===== src/rtl/coin_score_tracker.sv =====
// coin_score_tracker
//   Credits the one-cycle touch pulses coming from the per-coin detectors.
//   Touches that arrive together are queued and credited one at a time, so
//   each coin counts exactly once. The block keeps the coin count, score and
//   lives, awards a 1-up every COINS_PER_LIFE coins, and raises a req/ack
//   sound request towards the audio block for every credit.
//
// Ports
//   clk        system clock
//   reset      asynchronous, active-high reset
//   touch      bit i = one-cycle touch pulse from coin i
//   life_lost  one-cycle pulse, removes a life (saturates at 0)
//   sfx_ack    audio block accepted the current sound request
//   coin_count coins collected, 0..COINS_PER_LIFE-1
//   score      binary score, saturates at SCORE_MAX
//   lives      lives remaining, 0..MAX_LIVES
//   one_up     one-cycle pulse when a life is awarded
//   sfx_req    sound request, held until sfx_ack
//   sfx_id     0 = coin sound, 1 = 1-up sound; stable while sfx_req is high
//   game_over  high whenever lives == 0
module coin_score_tracker #(
    parameter int unsigned NUM_COINS      = 8,
    parameter int unsigned COINS_PER_LIFE = 100,
    parameter int unsigned COIN_POINTS    = 200,
    parameter int unsigned SCORE_MAX      = 999999,
    parameter int unsigned START_LIVES    = 3,
    parameter int unsigned MAX_LIVES      = 99
) (
    input  logic                 clk,
    input  logic                 reset,
    input  logic [NUM_COINS-1:0] touch,
    input  logic                 life_lost,
    input  logic                 sfx_ack,
    output logic [6:0]           coin_count,
    output logic [19:0]          score,
    output logic [6:0]           lives,
    output logic                 one_up,
    output logic                 sfx_req,
    output logic                 sfx_id,
    output logic                 game_over
);

    typedef enum logic [1:0] {
        IDLE,
        CREDIT,
        SFX_WAIT
    } state_t;

    state_t               state;
    state_t               state_next;
    logic [NUM_COINS-1:0] pending;
    logic [NUM_COINS-1:0] grant;

    logic [20:0] score_sum;
    logic [19:0] score_sat;
    logic [7:0]  count_inc;
    logic        wrap;
    logic        award;
    logic [7:0]  lives_inc;
    logic [6:0]  lives_awarded;
    logic [6:0]  lives_next;

    // Next-state logic; grant is only issued from IDLE and picks the
    // lowest pending coin (two's-complement isolate of the lowest set bit).
    always_comb begin
        state_next = state;
        grant      = '0;
        case (state)
            IDLE: begin
                if (pending != '0) begin
                    grant      = pending & (~pending + NUM_COINS'(1));
                    state_next = CREDIT;
                end
            end
            CREDIT:   state_next = SFX_WAIT;
            SFX_WAIT: if (sfx_ack) state_next = IDLE;
            default:  state_next = IDLE;
        endcase
    end

    // Score is summed one bit wider than the port so the ceiling compare
    // sees the true overflow instead of a wrapped value.
    always_comb begin
        score_sum = {1'b0, score} + 21'(COIN_POINTS);
        score_sat = (score_sum > 21'(SCORE_MAX)) ? 20'(SCORE_MAX) : score_sum[19:0];
        count_inc = {1'b0, coin_count} + 8'd1;
        wrap      = (count_inc == 8'(COINS_PER_LIFE));
        award     = (state == CREDIT) && wrap;
    end

    // The award saturates first and life_lost is applied afterwards: an
    // unsaturated award plus a lost life nets to no change, while at
    // MAX_LIVES the pair nets to one life fewer.
    always_comb begin
        lives_inc     = {1'b0, lives} + 8'd1;
        lives_awarded = lives;
        if (award) begin
            lives_awarded = (lives_inc > 8'(MAX_LIVES)) ? 7'(MAX_LIVES) : lives_inc[6:0];
        end
        lives_next = lives_awarded;
        if (life_lost && (lives_awarded != '0)) begin
            lives_next = lives_awarded - 7'd1;
        end
    end

    always_ff @(posedge clk or posedge reset) begin
        if (reset) begin
            state <= IDLE;
        end else begin
            state <= state_next;
        end
    end

    always_ff @(posedge clk or posedge reset) begin
        if (reset) begin
            pending    <= '0;
            coin_count <= '0;
            score      <= '0;
            lives      <= 7'(START_LIVES);
            one_up     <= 1'b0;
            sfx_req    <= 1'b0;
            sfx_id     <= 1'b0;
        end else begin
            // A touch landing on the bit being granted re-arms it.
            pending <= (pending & ~grant) | touch;
            lives   <= lives_next;
            one_up  <= award;
            if (state == CREDIT) begin
                score      <= score_sat;
                coin_count <= wrap ? '0 : count_inc[6:0];
                sfx_id     <= wrap;
                sfx_req    <= 1'b1;
            end else if ((state == SFX_WAIT) && sfx_ack) begin
                sfx_req <= 1'b0;
            end
        end
    end

    assign game_over = (lives == '0);

endmodule

===== config.mk =====
export PLATFORM = sky130hd
export DESIGN_NAME = coin_score_tracker
export DESIGN_NICKNAME = d
export VERILOG_FILES = /design/src/rtl/coin_score_tracker.sv
export SDC_FILE = /design/constraint.sdc
export NUM_CORES = 1
export LEC_CHECK = 0
export CAP_MARGIN = 30
export CORE_MARGIN = 2
export CORE_UTILIZATION = 35
export CTS_BUF_LIST = sky130_fd_sc_hd__clkbuf_8 sky130_fd_sc_hd__clkbuf_16
export DETAILED_ROUTE_END_ITERATION = 7
export DONT_BUFFER_PORTS = 1
export PLACE_DENSITY = 0.59
export SETUP_SLACK_MARGIN = 0.05
export SLEW_MARGIN = 10
export SYNTH_ARGS = -nofsm -noshare
export SYNTH_HDL_FRONTEND = slang
export SYNTH_SLANG_ARGS = --single-unit

===== constraint.sdc =====
create_clock -name clk -period 3.8 [get_ports clk]
set_clock_uncertainty 0.15 [all_clocks]
set_input_delay 0.38 -clock clk [delete_from_list [all_inputs] [get_ports clk]]
set_output_delay 0.38 -clock clk [all_outputs]
set_load 0.005 [all_outputs]

==> flow_results.org <==
** STA
- The hold violation total from the final report came to 0.
- Setup total negative slack on the finished layout was measured at 0 ps.
- Headroom to the max-slew limit came out at 48.0%.
- For this run, the top clock speed supported by timing is 303 MHz.
- Setup repair after global routing left no endpoint under its margin.
- Setup slack closes at 503 ps.
- Min Hold Slack :: 17.5 ps
- Setup violations remaining at the end of the flow were counted as 0.
- At the pin with the least slew margin, the transition time is 780 ps.
- Ratio of final minimum period to clock period :: 86.8%
- The number of slew-limit violations in the final report is 0.
- Tmin final :: 3300 ps

** Worst setup path
- Counting both buffers and inverters, the worst setup path holds a total of 0.
- Source of the critical timing path :: score[3]
- Worst-path maximum fanout :: 11
- In this run the critical register-to-register path is launched from score[3].
- In this run the worst setup path terminates at score[17].
- Number of cells on the critical path :: 8
- The critical path is of the reg -> reg type.
- Required time worst endpoint :: 3820 ps
- Number of cells traversed by the worst register-to-register path :: 8
- Terminus of the critical flop-to-flop path :: score[17]
- CP Launch Type :: flip-flop
- Setup slack on the worst reg-to-reg path comes out at 500 ps.
- Worst path cell trace :: ha_1 > a211oi_2 > nor2b_1 > xnor2_1 > a21oi_1 > o41a_4 > nor3_4 > a41oi_1
- STA puts the critical path data arrival time at 3320 ps.
- The slowest stage of the critical path belongs to the cell sky130_fd_sc_hd__a211oi_2.
- Kind of cell adding the most delay to the critical path :: compound AO/OA/AOI/OAI gates
- In this design, the stage delay of the slowest critical-path cell is 650 ps.
- Endpoint class of the critical path :: flip-flop

** Synthesis
- The synthesized netlist devotes 21.3% of its cell area to compound gates.
- In the synthesized netlist the dominant register cell turns out to be sky130_fd_sc_hd__dfrtp_1.
- Post-synthesis average cell area :: 8.65 µm²
- Post-Synthesis Cells :: 335
- Simple-gate share of the synthesized area :: 28.3%
- In the synthesized netlist, mux cells make up 2.76% of the area.
- The synthesized netlist occupies a cell area of 2900 µm².
- In this run, synthesis inferred 0 flip-flops with an integrated enable.
- The share of the Yosys chip area taken by registers is 39.0%.
- Dominant combinational cell family by area after synthesis :: simple AND/OR/NAND/NOR gates
- Yosys mapped the design onto 64 distinct sky130hd cell types.
- Count of yosys warnings during synthesis :: 0
- Post-synthesis share of cell area spent on full adders, half adders and majority gates :: 2.59%
- Async SR Flop Fraction :: 100%
- Post-synthesis register bit count :: 45
- Summing the areas of all xor and xnor instances in the mapped netlist gives 1.51% of the synthesized area.
- Total nets after synthesis :: 353

** Die
- The die is 95.0 µm wide.
- The die covers 9020 µm².
- The floorplan step defined a core boundary enclosing 8130 µm².
- Die H :: 95.0 µm
- Once the floorplan was initialized, standard cells occupied 35.6% of the core.
- Placement Rows :: 33
- 50 I/O pins were placed.

** Placed design
- Counting tap cells, the placed design contains a total of 422 instances.
- Dpl hpwl :: 5060 µm
- Pre-CTS setup slack :: 575 ps
- Number of I/O port buffers :: 0
- Gpl congestion :: 0.906
- Post-DP Area :: 2970 µm²

** Global routing
- The initial antenna violation count is 0.
- Met2 GRT Util :: 25.8%
- Number of global-route vias before repair :: 2322
- Entering global routing, the biggest net connects 35 pins.
- Global routing consumed, over all layers together, 16.1% of the routing resources.
- The layer flagged by global routing as most heavily used is met2.
- For this run the aggregate overflow at the end of global routing stands at 0.
- Global routing used 22.0% of the available met1 tracks.
- Met3 GRT Util :: 3.43%
- The first global-routing pass estimated 11500 µm of wire.

** CTS
- After clock tree synthesis, the clock-pin slew on the worst setup and hold paths is 100 ps.
- Gates resized during post-CTS repair numbered 0.
- Source-to-sink clock delay at the later pin of the worst-skew pair :: 300 ps
- TritonCTS sink count :: 45
- Depth of the CTS H-tree :: 2
- Buffer depth of the longest clock path :: 2
- The root buffer cell chosen for the clock tree is sky130_fd_sc_hd__clkbuf_8.
- In this run, CTS created clock tree buffers numbering 5.
- CTS tree :: yes

** Route
- Routed WL per cell :: 16.0 µm
- Across all layers, the routed design uses 2485 vias.
- Wirelength, routed :: 6880 µm
- Number of nets still failing antenna checks after routing :: 0
- Detailed Route Iter0 Violations :: 143
- Detailed-router iteration count before antenna repair :: 5
- In the routed design, unresolved DRC markers number 0.
- Vias per Instance :: 5.77

** Power and ir drop
- In this run the static leakage power is 1.20 nW.
- For this design the total switching power over the nets is 1.05 mW.
- Share of total power in combinational logic :: 41.3%
- Tot Pwr :: 2.24 mW
- Sw Ratio :: 46.6%
- Maximum vdd drop :: 283 µV
- The internal portion of the total power is 1.20 mW.
- Power per cell area :: 726 nW/µm²
- The share of total power dissipated in the clock network is 16.5%.
- Per report_power, the sequential group accounts for 42.2% of the total.

** Layout
- Leading cell types in the layout, fill and taps excluded :: sky130_fd_sc_hd__dfrtp_1, sky130_fd_sc_hd__nor2_1, sky130_fd_sc_hd__nand2_1
- Relative to the synthesized area, the layout overhead comes to 6.78%.
- The library cell used most frequently in the layout, excluding fill and tap cells, is sky130_fd_sc_hd__dfrtp_1.
- The repair_antennas step left the layout with diodes totalling 0.
- Share of cells above drive strength 1 :: 9.51%
- After the last flow step, the layout net total stands at 343.
- Area of all placed cells without fillers :: 3090 µm²
- After filler insertion, the fill cell instance count of the layout stands at 829.
- Fraction of the core area covered by cells at the end of the flow :: 38.0%
- The count of cells in the finished layout, fillers not included, comes to 431.

** Outcome
- The flow ran to the end, and the final reports show no timing, DRC or antenna violations.

** Job
- Max-cap violations in this run came to 0.

** Worst hold path
- Worst min-delay path class :: in -> reg
## area by class of cell
class | instances | area (µm²) | share of cell area [%]
multi-input cells | 258 | 1640 | 52.9
flip-flops and latches | 45 | 1130 | 36.5
well taps | 105 | 131 | 4.25
clock buffers | 5 | 68.8 | 2.22
clock inverters | 3 | 46.3 | 1.50
inverters | 12 | 45.0 | 1.46
repair buffers | 3 | 37.5 | 1.21
## power by group through the flow
stage / sequential (mW) / combinational (mW) / clock [mW]
after floorplan: 0.792 / 0.848 / 0
after global placement: 0.949 / 0.916 / 0
after detailed placement: 0.952 / 0.923 / 0
after CTS: 0.944 / 0.926 / 0.388
after global routing: 0.986 / 1.05 / 0.404
final: 0.946 / 0.927 / 0.371
## worst register-to-register path: cells and delay by family (launching register included)
kind / cells / cell delay (ps)
compound gates: 4 / 1490
xor+xnor: 1 / 280
fa+ha+maj: 1 / 310
flops: 1 / 470
simple gates: 2 / 460
## how the worst min path moves through the flow
| stage | from | endpoint | slack, ps | cells past startpoint |
|---|---|---|---|---|
| floorplan | pending[7] | pending[7] | 300 | 1 |
| global placement | pending[7] | pending[7] | 320 | 1 |
| detailed placement | reset | lives[4] | 80 | 1 |
| CTS | touch[0] | pending[0] | 3 | 1 |
| global route | touch[7] | pending[7] | 2 | 1 |
| finish | touch[0] | pending[0] | 20 | 1 |
## logic make-up after synthesis
family,Yosys count
and+or+nand+nor,154
muxes,8
DFF,45
adders and majority gates,6
buffers and inverters,32
AOI/OAI and AO/OA,85
xor gates and xnor gates,5
## metal layers
| metal | up-vias | part of all wire [%] |
|---|---|---|
| met5 | - | 0 |
| met4 | 0 | 1.1 |
| met3 | 4 | 6.7 |
| met2 | 67 | 47 |
| met1 | 1200 | 45 |
| li1 | 1214 | - |
## cells in the mapped netlist (4+ instances only)
cell type                  count  area [µm²]
sky130_fd_sc_hd__inv_1        11        41.3
sky130_fd_sc_hd__o21ai_0      17        85.1
sky130_fd_sc_hd__o31ai_1       6        45.0
sky130_fd_sc_hd__a31oi_1       8        50.1
sky130_fd_sc_hd__a21oi_1      10        50.1
sky130_fd_sc_hd__and4_1        4        35.0
sky130_fd_sc_hd__clkbuf_1     13        48.8
sky130_fd_sc_hd__and3_1        7        43.8
sky130_fd_sc_hd__mux2i_1       8        80.1
sky130_fd_sc_hd__nand3_1      17        85.1
sky130_fd_sc_hd__nor2_1       37         139
sky130_fd_sc_hd__dfrtp_1      43        1080
sky130_fd_sc_hd__nand4_1      11        68.8
sky130_fd_sc_hd__nand2b_1      9        56.3
sky130_fd_sc_hd__a211oi_1      4        30.0
sky130_fd_sc_hd__a21o_1        8        60.1
sky130_fd_sc_hd__nor3_1        9        45.0
sky130_fd_sc_hd__nor4_1        4        25.0
sky130_fd_sc_hd__ha_1          6        75.1
sky130_fd_sc_hd__nand2_1      31         116
## state kept, by name, summed over array words and instances, names as in the netlist
name	cells
score	18
pending	8
coin_count	7
lives	7
state	2
one_up	1
sfx_id	1
sfx_req	1
## repair_timing
item                                    4_1_cts  5_1_grt
hold buffers                                  1        0
setup buffers                                 0        0
hold endpoints to repair                      9        0
endpoints found under the setup margin        0        0
Note: power is estimated with default switching activity, not from simulation.
